File: src/rtl/instr_ctrl_fsm.sv
// Multi-cycle IDLE/DECODE/EXEC/WB control stage for the reg_file -> mux -> alu datapath.
// Accepts one 16-bit instruction per visit to IDLE and sequences its decode, execute and writeback.
module instr_ctrl_fsm #(
  parameter int unsigned DATA_W       = 16,
  parameter int unsigned REG_ADDR_W   = 3,
  parameter bit          OVF_BLOCK_WB = 1'b0
) (
  input  logic                  clk,
  input  logic                  rst,
  input  logic                  instr_valid,
  input  logic [DATA_W-1:0]     instr,
  output logic                  instr_ready,
  output logic [REG_ADDR_W-1:0] rd0_addr,
  output logic [REG_ADDR_W-1:0] rd1_addr,
  output logic [REG_ADDR_W-1:0] wr_addr,
  output logic [DATA_W-1:0]     wr_data,
  output logic                  RegWrite,
  output logic                  ALUSrc1,
  output logic                  ALUSrc2,
  output logic [DATA_W-1:0]     alu_input2_instr_src,
  output logic [2:0]            ALUOp,
  input  logic [DATA_W-1:0]     alu_result,
  input  logic                  alu_take_branch,
  input  logic                  alu_ovf,
  output logic                  done,
  output logic                  branch_taken,
  output logic                  ovf_flag,
  output logic                  illegal
);

  typedef enum logic [1:0] {
    S_IDLE,
    S_DECODE,
    S_EXEC,
    S_WB
  } state_t;

  state_t            r_state;
  logic [DATA_W-1:0] r_ir;
  logic [DATA_W-1:0] r_result_q;
  logic              r_regwrite;
  logic              r_done;
  logic              r_illegal;
  logic              r_branch;
  logic              r_ovf_flag;

  logic [3:0]        w_op;
  logic              w_wb_op;
  logic              w_illegal_op;
  logic              w_src1;
  logic              w_src2;
  logic [2:0]        w_aluop;
  logic [DATA_W-1:0] w_imm;

  assign w_op         = r_ir[15:12];
  assign w_wb_op      = (w_op == 4'd0) || (w_op == 4'd1) || (w_op == 4'd2);
  assign w_illegal_op = (w_op[3:2] != 2'b00);

  // Controls decode straight from IR, so they appear in DECODE and stay fixed until the next transfer.
  always_comb begin
    w_src1  = 1'b0;
    w_src2  = 1'b0;
    w_aluop = 3'b000;
    w_imm   = '0;
    case (w_op)
      4'd0: w_aluop = r_ir[2:0];
      4'd1: begin
        w_src2 = 1'b1;
        w_imm  = {{(DATA_W-6){r_ir[5]}}, r_ir[5:0]};
      end
      4'd2: begin
        w_src1 = 1'b1;
        w_src2 = 1'b1;
        w_imm  = {{(DATA_W-9){r_ir[8]}}, r_ir[8:0]};
      end
      4'd3: w_aluop = r_ir[2:0];
      default: ;
    endcase
  end

  always_ff @(posedge clk or posedge rst) begin
    if (rst) begin
      r_state    <= S_IDLE;
      r_ir       <= '0;
      r_result_q <= '0;
      r_regwrite <= 1'b0;
      r_done     <= 1'b0;
      r_illegal  <= 1'b0;
      r_branch   <= 1'b0;
      r_ovf_flag <= 1'b0;
    end else begin
      r_regwrite <= 1'b0;
      r_done     <= 1'b0;
      r_illegal  <= 1'b0;
      case (r_state)
        S_IDLE: begin
          if (instr_valid) begin
            r_ir    <= instr;
            r_state <= S_DECODE;
          end
        end
        S_DECODE: begin
          if (w_illegal_op) begin
            r_done    <= 1'b1;
            r_illegal <= 1'b1;
            r_state   <= S_WB;
          end else begin
            r_state <= S_EXEC;
          end
        end
        S_EXEC: begin
          r_result_q <= alu_result;
          r_done     <= 1'b1;
          // Writeback ops feed the sticky flag; the only other legal op here is BR.
          if (w_wb_op) begin
            r_ovf_flag <= r_ovf_flag | alu_ovf;
            r_regwrite <= !(OVF_BLOCK_WB && alu_ovf);
          end else begin
            r_branch <= alu_take_branch;
          end
          r_state <= S_WB;
        end
        S_WB: r_state <= S_IDLE;
        default: r_state <= S_IDLE;
      endcase
    end
  end

  assign instr_ready          = (r_state == S_IDLE);
  assign rd0_addr             = r_ir[8:6];
  assign rd1_addr             = r_ir[5:3];
  assign wr_addr              = r_ir[11:9];
  assign wr_data              = r_result_q;
  assign RegWrite             = r_regwrite;
  assign ALUSrc1              = w_src1;
  assign ALUSrc2              = w_src2;
  assign alu_input2_instr_src = w_imm;
  assign ALUOp                = w_aluop;
  assign done                 = r_done;
  assign branch_taken         = r_branch;
  assign ovf_flag             = r_ovf_flag;
  assign illegal              = r_illegal;

endmodule

File: config.mk
export PLATFORM = sky130hd
export DESIGN_NAME = instr_ctrl_fsm
export DESIGN_NICKNAME = d
export VERILOG_FILES = /design/src/rtl/instr_ctrl_fsm.sv
export SDC_FILE = /design/constraint.sdc
export NUM_CORES = 1
export LEC_CHECK = 0
export CAP_MARGIN = 20
export CORE_MARGIN = 2
export CORE_UTILIZATION = 40
export DETAILED_ROUTE_END_ITERATION = 6
export GPL_TIMING_DRIVEN = 0
export HOLD_SLACK_MARGIN = 0.1
export PLACE_DENSITY = 0.81
export SYNTH_ARGS = -nofsm -noshare
export SYNTH_HDL_FRONTEND = slang
export SYNTH_SLANG_ARGS = --single-unit
File: constraint.sdc
create_clock -name clk -period 2.15 [get_ports clk]
set_clock_uncertainty 0.15 [all_clocks]
set_input_delay 0.43 -clock clk [delete_from_list [all_inputs] [get_ports clk]]
set_output_delay 0.43 -clock clk [all_outputs]
set_load 0.02 [all_outputs]
# Yosys cells after proc, flatten, opt, wreduce, memory -nomap -nowiden
# Index checks and enable logic that the tools add are counted.
# word_totals
in_bits,37
output_inout_bits,52
wordCells,39
register_bits,39
# op_classes
reduce_logical,10
bitwise_logic,2
n_mux,12
n_eq_ne,7
# ops
op,count
$pmux W16 S2,1
$eq A4 B2 Y1 const B,2
$pmux W2 S4,1
$mux W1,7
$reduce_and A2 Y1,3
$eq A2 B2 Y1 const B,2
$eq A4 B1 Y1 const B,1
$logic_not A4 Y1,1
$reduce_or A2 Y1,2
$mux W3,1
$eq A2 B1 Y1 const B,1
$logic_not A2 Y1,1
$logic_or A1 B1 Y1,2
$mux W2,1
$ne A2 B2 Y1 const B,1
$pmux W1 S2,1
$reduce_bool A2 Y1,1
$not A1 Y1,1
$or A1 B1 Y1,1

# Longest topological paths before layout
# Gate-level depths: netlist (run 1).
# depth
depth_word,5
ltp_mapped,6
depth_no_buf,5

# Worst setup path after synthesis (run 1)
# Ideal clock, no wire load.
# synth_path
path_kind,flip-flop to output port
start,register r_ir[14]
end,output port alu_input2_instr_src[10]
stages_incl_launch_ff,5
setup_slack_ns,-0.027
t_required_ns,1.570
n_path_buf,2
t_arrival_ns,1.597
cell_sequence,dfrtp_1 -> or2_1 -> buf_6 -> a21oi_1 -> buf_4
# synth_between
elab_chain_cells,2
elab_cells_between_ends,3
cone_classes,eq/ne: 2; mux: 1
# synth_rtl
element,line,rtl
from (decl),39,logic [DATA_W-1:0] r_ir;
from (signal assigned),98,r_ir <= instr;
$eq A4 B2 Y1 or $eq A4 B1 Y1 (tied branches),65,case (w_op)
$pmux W16 S2 (*),65,
to (decl),20,"output logic [DATA_W-1:0] alu_input2_instr_src,"
# Mark *: on every way between the ends. The rest lies on a longest branch, timed or not.

# Worst setup path in the final report (run 1)
# layout_path
start,register r_ir[12]
end,output port alu_input2_instr_src[13]
# The elaborated chain is that of the path after synthesis.

==> implementation parameters, run 1 <==
Parameter                              Value

Status
  Status    finished with violations
  Violations in the final reports    negative setup slack

Clock tree
  Root Buffer    clkbuf_8
  Num CTS Buffers    5
  Num Clock Sinks    39
  CTS Buffer Depth    2
  # H-tree levels    2
  Clock tree from TritonCTS    yes
  Clock latency on the worst-skew pair    0.29 ns
  Clock transition at the registers of the reported paths    0.07 ns
  Number of buffers inserted for hold repair after clock tree synthesis    0

Floorplan
  Area enclosed by the die boundary    0.004984 mm2
  Number of primary I/O pins    89
  Initial Utilization    0.4103
  Core region area    0.004324 mm2
  Horizontal die dimension    70.60 um
  Die boundary height    70.60 um
  Site row count    24

Detailed routing
  Detail Route Antenna Nets    0
  Number of design-rule violations left by the first detailed-router iteration    24
  Total via count after detailed routing    1355
  Total length of routed wires    4016 um
  Vias per cell    4.640
  Routed len/inst    13.75 um
  Number of design rule violations left after detail routing    0
  Number of detailed-routing iterations run before antenna repair    3

Layout
  Growth of design area from synthesis to finish    66.93%
  Final Core Density    0.6849
  Number of inserted diodes    0
  Final Net Count    279
  Final standard cell area without fillers    0.002962 mm2
  Share of final-layout standard cells stronger than drive strength 1    0.4375

Power
  Leak    1.338 nW
  Power per Cell Area    1653 mW/mm2
  Net Sw Power    0.001732 W
  Pint    0.003162 W
  Register share of total power    0.273
  Fraction of power spent switching nets    0.3539
  Total power consumption of the routed design    0.004895 W
  Power share of the clock group    0.146
  Portion of total power attributed to combinational logic    0.581
  Largest vdd supply drop    0.9130 mV

Critical path
  Path type of the worst setup path    flop to output port
  Maximum fanout encountered on the critical timing path    7
  Crit path DAT    1.58 ns
  Nature of the critical path endpoint    output port
  Critical path startpoint category    flop
  Data required time of the worst path    1.57 ns

Place
  Placed wire-length estimate after detailed placement    2881 um
  # port buffers    88
  RD Place Congestion    0.6750
  Placed Area    0.002724 mm2

Timing
  Worst path setup slack after routing    -0.01429 ns
  Count of endpoints failing setup in the final report    2
  Final hold violation count    0
  Share of the clock period used by the worst path    1.007
  Final min period    2.164 ns
  Top achievable clock speed    462.0 MHz
  Max-slew violation total from the final report    0
  Total negative slack for setup checks    -0.02534 ns
  Unrepaired setup endpoints after global routing    yes
  Transition time at the pin with the least slew margin    0.8026 ns
  Relative slew slack    0.4642

Synthesis
  Post-synthesis sequential area ratio    0.5501
  Parity-gate share of the synthesized area counting xor and xnor cells    0.004937
  Mapped Cells    133
  Number of storage elements in the synthesis netlist    39
  Compound-cell area share of the yosys netlist    0.03808
  Mux contribution to synthesized area    0.2094
  Combinational family with the most area after synthesis    multiplexers
  Syn avg cell area    13.34 um2
  Warning count from the yosys run    0
  Combined area of all synthesized cells    0.001774 mm2
  Distinct cell type count of the synthesized netlist    24
  Nets in the synthesized netlist    173
  Adder-cell share of the synthesized area    0.02116
  Synth Area in Simple Gates    0.08039

Flow run
  Max Cap Viol    0

Global route
  Number of global-route vias before repair    1458
  Global Route Usage Sum    0.1640
  Global-route wire length before repair    6354 um
  Number of antenna violations at the first check in global routing    0
  Remaining global-route overflow    0
  Largest net degree at the start of global routing    40

Worst hold path
  Path type of the worst min-delay path    flop to flop
cell usage after synthesis (all sizes together):
library cell	number	area, um2
mux2	33	371.6
a21o	1	7.510
buf	20	155.1
xnor2	1	8.760
and2	11	71.32
nor2	2	15.01
a211oi	2	20.02
o31ai	1	7.510
or2	1	6.260
dfrtp	39	975.9
o21ai	1	5.000
nand3b	1	7.510
a21oi	4	20.02
ha	3	37.54
inv	4	15.01
nand2	4	17.52
nor2b	4	25.02
o21a	1	7.510
metrics by stage:
stage               instances  setup slack [ns]  hold slack [ns]
floorplan                 133            0.2483           0.3306
global placement          273           -0.2716           0.2896
detailed placement        273           -0.2963           0.3312
CTS                       287          -0.05935           0.3494
global route              292           -0.1271           0.3591
finish                    292          -0.01429           0.3399
cells by family after synthesis:
family / count (synthesis)
AOI/OAI and AO/OA: 10
xor gates and xnor gates: 1
adders and majority gates: 3
buffers and inverters: 24
DFF: 39
muxes: 33
and+or+nand+nor: 23
routing by layer:
layer | global-route usage | vias up | share of wire
met5 | 0 | - | 0
met4 | 0.06289 | 0 | 0.014
met3 | 0.06838 | 7 | 0.11
met2 | 0.2683 | 66 | 0.48
met1 | 0.1942 | 638 | 0.40
li1 | - | 644 | -
path summary, 6_finish.rpt:
kind                       startpoint                  endpoint  slack [ns]  cells after the start
max                          r_ir[12]  alu_input2_instr_src[13]       -0.01                      6
min                          ovf_flag                  ovf_flag        0.34                      1
max reg2reg                r_state[0]               wr_data[15]        0.39                      5
min reg2reg                  ovf_flag                  ovf_flag        0.34                      1
max in group asynchronous         rst                  r_ir[12]        0.83                      2
min in group asynchronous         rst                wr_data[6]        0.46                      2
placed cells by master (no fill, tap or decap), types with 2 or more instances in the layout:
| master | count |
|---|---|
| a21oi_1 | 3 |
| and2_4 | 5 |
| ha_1 | 3 |
| nor2b_4 | 2 |
| clkbuf_8 | 5 |
| dfrtp_1 | 37 |
| nor2b_1 | 2 |
| bufinv_16 | 2 |
| dfrtp_2 | 2 |
| inv_1 | 3 |
| mux2_2 | 33 |
| nand2_1 | 3 |
| clkdlybuf4s50_1 | 66 |
| and2_1 | 6 |
| buf_2 | 5 |
| dlygate4sd2_1 | 2 |
| clkbuf_2 | 2 |
| buf_4 | 29 |
| buf_6 | 14 |
critical path, stage by stage, from the launching register on:
cell and delay [ns]:
dfrtp_2 0.47, nor2b_4 0.15, nand2_1 0.10, a21oi_4 0.25, buf_6 0.14, buf_6 0.08, buf_6 0.10
cell type report:
| cell class | count | area (um2) |
|---|---|---|
| Clock inverter | 2 | 60.06 |
| Clock buffer | 6 | 72.57 |
| Buffer | 19 | 155.1 |
| Fill cell | 328 | 1363 |
| Timing Repair Buffer | 100 | 943.4 |
| Multi-Input combinational cell | 70 | 671.9 |
| Tap cell | 52 | 65.06 |
| Sequential cell | 39 | 978.4 |
| Inverter | 4 | 15.01 |
what timing repair did:
item,in CTS,in global routing
setup endpoints to repair,22,20
endpoints found under the hold margin,0,0
buffers inserted,6,6
pin swaps,2,3
gates cloned,0,0
gates resized for setup,85,27
flip-flops by register name, indices dropped and copies added (netlist names):
| name | flops |
|---|---|
| r_state | 2 |
| wr_data | 16 |
| illegal | 1 |
| ovf_flag | 1 |
| r_ir | 16 |
| RegWrite | 1 |
| done | 1 |
| branch_taken | 1 |
power groups by stage:
stage | Clock, W | Sequential, W | Combinational, W
2_1_floorplan | 0 | 0.00153 | 0.00136
3_3_place_gp | 0 | 0.00132 | 0.00259
3_5_place_dp | 0 | 0.00134 | 0.00264
4_1_cts | 0.000735 | 0.00133 | 0.00270
5_1_grt | 0.000758 | 0.00138 | 0.00303
6_report | 0.000715 | 0.00133 | 0.00285
(Power assumes the default switching activity.)
==> inputs of run 2 (changes only) <==
SKIP_CTS_REPAIR_TIMING = 1   (was not set)
==> implementation parameters, run 2 (synthesized netlist as in run 1, its figures left out) <==
Parameter                              Value

Critical path
  Levels on crit path    8 (was 6)
  Maximum fanout encountered on the critical timing path    6 (was 7)
  Critical register-to-register path startpoint    r_state[0] (unchanged)
  R2R Path End    wr_data[15] (unchanged)
  Ordered cell list for the critical path    or2_1, buf_6, buf_6, a21oi_4, buf_6, buf_6, buf_4, buf_6 (was nor2b_4, nand2_1, a21oi_4, buf_6, buf_6, buf_6)
  Crit path DAT    1.76 ns (was 1.58 ns)
  Critical Path Most Common Cell    buf_6 (unchanged)
  Family with the most delay on the worst path    buffers and inverters (was flip-flops)
  Worst reg-to-reg path cell count    5 (unchanged)
  Count of buffering cells on the critical path with inverters included    6 (was 3)
  Register-to-Register Setup Slack    0.40 ns (was 0.39 ns)
  Critical Path Start    r_ir[15] (was r_ir[12])
  Critical path startpoint category    flop (unchanged)
  Worst-path cell with the longest stage delay    dfrtp_1 (was dfrtp_2)
  Path type of the worst setup path    flop to output port (unchanged)
  Nature of the critical path endpoint    output port (unchanged)
  Critical path endpoint    alu_input2_instr_src[10] (was alu_input2_instr_src[13])
  Max incr delay on CP    0.40 ns (was 0.47 ns)
  Data required time of the worst path    1.57 ns (about the same)

Detailed routing
  Number of detailed-routing iterations run before antenna repair    4 (was 3)
  Total length of routed wires    4222 um (was 4016 um)
  Total via count after detailed routing    1374 (was 1355)
  Number of design rule violations left after detail routing    0 (unchanged)
  Number of design-rule violations left by the first detailed-router iteration    22 (was 24)
  Routed len/inst    14.31 um (was 13.75 um)
  Detail Route Antenna Nets    0 (unchanged)
  Vias per cell    4.658 (was 4.640)

Power
  Power share of the clock group    0.140 (was 0.146)
  Total power consumption of the routed design    0.005109 W (was 0.004895 W)
  Pint    0.003323 W (was 0.003162 W)
  Leak    1.438 nW (was 1.338 nW)
  Largest vdd supply drop    0.9172 mV (was 0.9130 mV)
  Power per Cell Area    1649 mW/mm2 (was 1653 mW/mm2)
  Fraction of power spent switching nets    0.3497 (was 0.3539)
  Net Sw Power    0.001787 W (was 0.001732 W)
  Portion of total power attributed to combinational logic    0.596 (was 0.581)
  Register share of total power    0.263 (was 0.273)

Layout
  Fill cells    311 (was 328)
  Growth of design area from synthesis to finish    74.68% (was 66.93%)
  Share of final-layout standard cells stronger than drive strength 1    0.4609 (was 0.4375)
  Number of inserted diodes    0 (unchanged)
  Most frequent cells in the layout    66 x clkdlybuf4s50_1, 37 x dfrtp_1, 33 x mux2_2, 30 x buf_6, 20 x buf_4 (was 66 x clkdlybuf4s50_1, 37 x dfrtp_1, 33 x mux2_2, 29 x buf_4, 14 x buf_6)
  Most common cell after layout, fill and taps aside    clkdlybuf4s50_1 (unchanged)
  Final Net Count    282 (was 279)

Place
  Worst setup slack after placement    -0.2963 ns (unchanged)
  RD Place Congestion    0.6750 (unchanged)
  Placed wire-length estimate after detailed placement    2881 um (unchanged)
  # port buffers    88 (unchanged)

Status
  Status    finished with violations (unchanged)
  Violations in the final reports    negative setup slack (unchanged)

Clock tree
  Clock transition at the registers of the reported paths    0.08 ns (was 0.07 ns)
  CTS Buffer Depth    2 (unchanged)
  Num CTS Buffers    5 (unchanged)
  Clock latency on the worst-skew pair    0.29 ns (about the same)
  Num Clock Sinks    39 (unchanged)
  Root Buffer    clkbuf_8 (unchanged)
  Clock tree from TritonCTS    yes (unchanged)
  # H-tree levels    2 (unchanged)

Floorplan
  Die boundary height    70.60 um (unchanged)
  Initial Utilization    0.4103 (unchanged)
  Number of primary I/O pins    89 (unchanged)
  Area enclosed by the die boundary    0.004984 mm2 (unchanged)
  Core region area    0.004324 mm2 (unchanged)
  Horizontal die dimension    70.60 um (unchanged)
  Site row count    24 (unchanged)

Global route
  Global-route wire length before repair    6127 um (was 6354 um)
  Global Route Usage Sum    0.1582 (was 0.1640)
  Number of global-route vias before repair    1402 (was 1458)
  Remaining global-route overflow    0 (unchanged)
  Number of antenna violations at the first check in global routing    0 (unchanged)
  Largest net degree at the start of global routing    40 (unchanged)

Timing
  Count of endpoints failing setup in the final report    18 (was 2)
  Transition time at the pin with the least slew margin    0.8154 ns (was 0.8026 ns)
  Share of the clock period used by the worst path    1.088 (was 1.007)
  Max-slew violation total from the final report    0 (unchanged)
  Relative slew slack    0.4556 (was 0.4642)
  Worst path setup slack after routing    -0.1897 ns (was -0.01429 ns)
  Final hold violation count    0 (unchanged)
  Final min period    2.340 ns (was 2.164 ns)
  Unrepaired setup endpoints after global routing    yes (unchanged)
  Top achievable clock speed    427.4 MHz (was 462.0 MHz)

Flow run
  Max Cap Viol    0 (unchanged)

Worst hold path
  Path type of the worst min-delay path    flop to flop (unchanged)
  Worst hold path cell count    1 (unchanged)
==> run 2: changes by cell type in the layout (fill, tap and decap cells not counted) <==
cell / change
buf_6: +16
buf_4: -9
and2_1: -5
and2_4: +5
buf_2: -4
dlymetal6s2s_1: +4
clkbuf_2: -2
dlygate4sd2_1: -2
buf_12: +1
clkdlybuf4s15_1: -1
==> run 2: final cells by class <==
cell class | instances | area, um2 | share of cell area
flip-flops and latches | 39 | 978.4 | 0.3157
clock buffers | 6 | 72.57 | 0.02342
plain buffers | 20 | 166.4 | 0.05369
multi-input cells | 70 | 684.4 | 0.2208
clock inverters | 2 | 60.06 | 0.01938
inverters | 4 | 15.01 | 0.004845
repair buffers | 102 | 1057 | 0.3411
well taps | 52 | 65.06 | 0.02099
==> run 2: worst min path at each step <==
stage,endpoint,start
finish,ovf_flag,ovf_flag
global route,ovf_flag,ovf_flag
CTS,ovf_flag,ovf_flag
detailed placement,ovf_flag,ovf_flag
global placement,ovf_flag,ovf_flag
floorplan,r_ir[10],r_ir[10]
==> run 2: metrics by stage <==
step           instance area [um2]    util  cells  hold WS [ns]  setup TNS, ns
2_1_floorplan                 1778       -    133        0.3306              0
3_3_place_gp                  2724  0.6299    273        0.2896         -10.98
3_5_place_dp                  2724  0.6299    273        0.3312         -3.364
4_1_cts                       2856  0.6606    281        0.3494         -10.22
5_1_grt                       3099  0.7167    295        0.3591         -2.840
6_report                      3099  0.7167    295        0.3412         -1.601
==> run 2: worst register-to-register path, stage by stage (launching register included) <==
cell	delay, ns
dfrtp_1	0.40
inv_1	0.09
ha_1	0.16
buf_2	0.25
buf_4	0.24
mux2_2	0.36
==> run 2: power by group through the flow <==
stage                     logic (W)  clock network [W]  registers [W]
final                       0.00305           0.000717        0.00135
after detailed placement    0.00264                  0        0.00134
after floorplan             0.00136                  0        0.00153
after global routing        0.00323           0.000761        0.00139
after CTS                   0.00265           0.000735        0.00133
after global placement      0.00259                  0        0.00132
==> run 2: routing by layer <==
layer	vias to the layer above	part of all wire	GRT usage
li1	643	-	-
met1	656	0.41	0.1921
met2	68	0.49	0.2505
met3	7	0.093	0.06838
met4	0	0.013	0.06289
met5	-	0	0
==> patch 1, RTL diff (config.mk and constraints of run 1) <==
`DATA_W`: 16 -> 32.
--- a/src/rtl/instr_ctrl_fsm.sv
+++ b/src/rtl/instr_ctrl_fsm.sv
@@ -1,7 +1,7 @@
 // Multi-cycle IDLE/DECODE/EXEC/WB control stage for the reg_file -> mux -> alu datapath.
 // Accepts one 16-bit instruction per visit to IDLE and sequences its decode, execute and writeback.
 module instr_ctrl_fsm #(
-  parameter int unsigned DATA_W       = 16,
+  parameter int unsigned DATA_W       = 32,
   parameter int unsigned REG_ADDR_W   = 3,
   parameter bit          OVF_BLOCK_WB = 1'b0
 ) (
Ports: changed (resized alu_input2_instr_src, alu_result, instr and wr_data); port bits go from 89 to 153. No check against the original RTL was run, so the function may have changed too.
==> patch 1 against run 1 <==
- the run still ends with negative setup slack left
- power rose by 41%
- cell count rose by 43%
- routed wire length rose by 49%
- core utilization rose by 3.9 points
- synthesized cell count rose by 38%
- non-clock buffer count rose by 70
- area after synthesis rose by 40%
- worst setup slack got worse by 0.041 ns
- register-to-register slack improved by 0.03 ns
- sequential cell count rose by 16
- first-iteration DRC count rose by 96%
- final area rose by 46%
==> patch 1: results (changes against run 1) <==
sequential area share after synthesis = 55.3% (was 55.0%)
later-pin clock latency in the skew report = 0.30 ns
Synth Area in Adders = 1.51% (was 2.12%)
status = finished, violations left (unchanged)
Slowest-stage cell, CP = dfrtp_1 (was dfrtp_2)
placed cell areas = 3970 um2 (was 2720 um2)
largest net degree at the start of global routing = 33 (was 40)
Synth Instances = 183 (was 133)
Routed WL = 5.98 mm (was 4.02 mm)
Final HPWL DP = 4.30 mm (was 2.88 mm)
Clock Tree Buf Depth = 2 (unchanged)
r2r setup slk = 0.42 ns (was 0.39 ns)
post-route insts no fill = 418 (was 292)
mean number of vias per cell = 4.68 (was 4.64)
count of final setup violators = 20 (was 2)
failing checks = negative setup slack (unchanged)
root buffer cell = clkbuf_8 (unchanged)
layout cells sized above 1 = 47.8% (was 43.8%)
most instantiated cells after synthesis = 55 x dfrtp_1, 49 x mux2_2, 34 x buf_4 (was 39 x dfrtp_1, 33 x mux2_2, 17 x buf_4)
Met1 Wirelength = 2.36 mm (was 1.61 mm)
WL met2 = 2.87 mm (was 1.92 mm)
first-pass GRT wire length = 9.80 mm (was 6.35 mm)
Setup TNS = -0.450 ns (was -0.0253 ns)
WP data arrival = 1.62 ns (was 1.58 ns)
clk slew on worst S/H paths = 0.09 ns (was 0.07 ns)
setup slack after layout = -0.0549 ns (was -0.0143 ns)
critical path's top delay family = simple AND/OR/NAND/NOR gates (was flip-flops)
Pleak = 0.00194 uW (was 0.00134 uW)
Post-Synth XOR/XNOR Area = 0.352% (was 0.494%)
Slew headroom = 64.3% (was 46.4%)
GP Congestion = 0.723 (was 0.675)
CP Max Fanout = 8 (was 7)
initial drt markers = 47 (was 24)
compound-gate portion of the synthesized area = 2.72% (was 3.81%)
Area contributors post-synth = dfrtp_1 55%, mux2_2 22%, buf_4 10% (was dfrtp_1 55%, mux2_2 21%, buf_4 7.2%)
FILL cells = 426 (was 328)
vias in the first global route = 2,027 (was 1,458)
port bufs = 136 (was 88)
Synth top area share = 55.3% (was 55.0%)
mux share of post-synthesis cell area = 22.2% (was 20.9%)
placed cell count = 395 (was 273)
[patch 1: cell count changes after synthesis, sizes merged]
cell / change
dfrtp: +16
buf: +18
mux2: +16
[patch 1: final cells by class]
cell class | count | share of cell area [%]
repair buffers | 151 | 34.8
flip-flops and latches | 55 | 32.0
multi-input cells | 88 | 20.8
plain buffers | 38 | 7.46
well taps | 75 | 2.18
clock buffers | 6 | 1.68
clock inverters | 1 | 0.697
inverters | 4 | 0.348
[patch 1: metrics by stage]
stage | hold slack (ns) | setup WS [ns]
6_report | 0.313 | -0.0549
4_1_cts | 0.320 | -0.0483
2_1_floorplan | 0.331 | 0.125
5_1_grt | 0.340 | -0.141
3_5_place_dp | 0.298 | -0.579
3_3_place_gp | 0.290 | -0.862
[patch 1: repair_timing]
action | 4_1_cts | 5_1_grt
setup buffers | 11 | 3
endpoints found under the setup margin | 38 | 37
cloned | 2 | 0
pin swaps | 4 | 5
resized for setup | 186 | 44
[patch 1: kinds of logic after synthesis]
| kind of cell | count (synthesis) |
|---|---|
| AOI/OAI and AO/OA | 10 |
| xor gates and xnor gates | 1 |
| adders and majority gates | 3 |
| buffers and inverters | 42 |
| DFF | 55 |
| muxes | 49 |
| and+or+nand+nor | 23 |
[patch 1: final timing paths]
| kind | startpoint | to | cells after the start |
|---|---|---|---|
| max in group asynchronous | rst | wr_data[1] | 3 |
| worst min register to register | ovf_flag | ovf_flag | 1 |
| min in group asynchronous | rst | wr_data[22] | 2 |
| worst max-delay path | r_ir[15] | ALUOp[0] | 5 |
| worst min-delay path | ovf_flag | ovf_flag | 1 |
| worst max register to register | r_state[0] | wr_data[1] | 5 |
[patch 1: metal layers]
| metal | up-vias | track usage [%] |
|---|---|---|
| met3 | 7 | 8.55 |
| met4 | 0 | 5.07 |
| met5 | - | 0 |
| met1 | 949 | 20.8 |
| met2 | 94 | 28.5 |
| li1 | 905 | - |
[patch 1: worst reg2reg max path: cells and delay by family, from the launching register on]
kind	cells	cell delay [ns]
buffers and inverters	3	0.56
adders and majority gates	1	0.14
muxes	1	0.37
DFF	1	0.41
[patch 1: power breakdown]
part	internal, uW	leakage (uW)	switching, uW	total (uW)
clock network	342	0.0000513	326	668
logic	2430	0.00124	1940	4370
registers	1560	0.000648	301	1870
==> patch 2, RTL diff (config.mk and constraints of run 1) <==
Made on the original files. Put one more register stage on the output `ovf_flag`, with the module's reset. The value now appears one clock later. The other outputs are not delayed to match.
--- a/src/rtl/instr_ctrl_fsm.sv
+++ b/src/rtl/instr_ctrl_fsm.sv
@@ -138,7 +138,13 @@
   assign ALUOp                = w_aluop;
   assign done                 = r_done;
   assign branch_taken         = r_branch;
-  assign ovf_flag             = r_ovf_flag;
+  always_ff @(posedge clk or posedge rst) begin
+    if (rst) begin
+      ovf_flag <= '0;
+    end else begin
+      ovf_flag <= r_ovf_flag;
+    end
+  end
   assign illegal              = r_illegal;
 
 endmodule
Formal check against the unedited RTL: not equivalent (a bounded check fails within 4 cycles, from zero or initial values and one cycle with rst high).
==> patch 2 against run 1 <==
- the run still ends with negative setup slack left
- sequential cell count is 1 higher
- power is 3.9% lower
- final area is 0.55% higher
- worst setup slack better by 0.0077 ns
- synthesized cell count is 0.75% higher
- routed wire length is 3.1% higher
- area after synthesis is 1.4% higher
- critical path type unchanged
- critical endpoint is now alu_input2_instr_src[14]
- largest power group unchanged
==> patch 2: results (changes against run 1) <==
peak supply drop = 0.686 mV (was 0.913 mV)
setup slack after layout = -0.00661 ns (was -0.0143 ns)
r2r setup slk = 0.43 ns (was 0.39 ns)
critical path's top delay family = flip-flops (unchanged)
vias in the first global route = 1,329 (was 1,458)
H-tree levels = 2 (unchanged)
most instantiated cells after synthesis = 40 x dfrtp_1, 33 x mux2_2, 17 x buf_4 (was 39 x dfrtp_1, 33 x mux2_2, 17 x buf_4)
yosys warns = 0 (unchanged)
hold buffers post-CTS = 0 (unchanged)
Num CTS Buffers = 5 (unchanged)
initial drt markers = 34 (was 24)
worst hold path startpoint = r_ovf_flag (was ovf_flag)
Post-synth ARST share = 100% (unchanged)
TritonRoute pass-1 iters = 4 (was 3)
largest net degree at the start of global routing = 41 (was 40)
Worst R2R Start = r_state[0] (unchanged)
worst hold path class = register to register (unchanged)
count of final setup violators = 1 (was 2)
GP Congestion = 0.718 (was 0.675)
Slowest-stage cell, CP = dfrtp_2 (unchanged)
Pleak = 0.00134 uW (about the same)
CP Max Fanout = 4 (was 7)
Routed WL = 4.14 mm (was 4.02 mm)
failing checks = negative setup slack (unchanged)
first-pass GRT wire length = 6.58 mm (was 6.35 mm)
pre-CTS setup slack = -0.280 ns (was -0.296 ns)
initial antenna violation count = 0 (unchanged)
Post-layout nets = 280 (was 279)
ANT cells = 0 (unchanged)
layout cells sized above 1 = 41.9% (was 43.8%)
WP data arrival = 1.58 ns (about the same)
Final HPWL DP = 2.93 mm (was 2.88 mm)
status = finished, violations left (unchanged)
Worst path max stage delay = 0.45 ns (was 0.47 ns)
clk slew on worst S/H paths = 0.08 ns
ys flop type = dfrtp_1 (unchanged)
Slew headroom = 44.8% (was 46.4%)
GRT Total Usage = 16.7% (was 16.4%)
later-pin clock latency in the skew report = 0.28 ns
Netlist cell types = 24 (unchanged)
port bufs = 88 (unchanged)
CP Launch Point = r_ir[13] (was r_ir[12])
Post-Syn Nets = 174 (was 173)
total number of vias = 1,351 (was 1,355)
Area contributors post-synth = dfrtp_1 56%, mux2_2 21%, buf_4 7.1% (was dfrtp_1 55%, mux2_2 21%, buf_4 7.2%)
Clock Tree Buf Depth = 2 (unchanged)
root buffer cell = clkbuf_8 (unchanged)
sequential area share after synthesis = 55.6% (was 55.0%)
[patch 2: area by class of cell]
type                            instances  area (um2)
Tap cell                               52        65.1
Sequential cell                        40        1000
Multi-Input combinational cell         70         664
Clock buffer                            8        90.1
Timing Repair Buffer                   99         958
Inverter                                4        15.0
Fill cell                             334        1380
Buffer                                 20         181
[patch 2: final timing paths]
kind                                            endpoint  cells after the start
worst max register to register                wr_data[3]                      5
min in group asynchronous                        r_ir[1]                      2
worst max-delay path            alu_input2_instr_src[14]                      6
max in group asynchronous                       r_ir[12]                      2
worst min-delay path                            ovf_flag                      0
worst min register to register                  ovf_flag                      0
[patch 2: what timing repair did]
action | 4_1_cts | 5_1_grt
pin swaps | 2 | 3
setup endpoints to repair | 22 | 19
gates cloned | 0 | 0
buffers inserted | 7 | 4
resized for setup | 92 | 23
[patch 2: kinds of logic after synthesis]
group	Yosys count	synth area share, %
xor+xnor	1	0.487
mux	33	20.7
buf+inv	24	9.46
simple gates	23	7.93
compound gates	10	3.76
fa+ha+maj	3	2.09
flops	40	55.6
[patch 2: per-stage QoR]
step	utilization, %	area, um2	setup TNS, ns	hold slack, ns	std cells
after floorplan	-	1800	0	0.205	134
final	68.4	2980	-0.00661	0.233	293
after global routing	68.4	2980	-0.600	0.264	293
after detailed placement	63.1	2750	-3.12	0.216	274
after global placement	63.1	2750	-11.52	0.213	274
after CTS	66.0	2870	-0.00389	0.234	289
[patch 2: metal layers]
layer	part of all wire [%]	global-route usage, %	vias to the layer above	wire length (um)
met5	0	0	-	0
met4	0.53	5.03	0	22
met3	5.1	3.28	2	210
met2	53	28.6	56	2200
met1	41	21.4	644	1710
li1	-	-	649	-
[patch 2: power by group]
part           switching [uW]  total, uW  internal, uW
registers                 223       1360          1130
clock network             243        504           262
logic                    1250       2840          1590
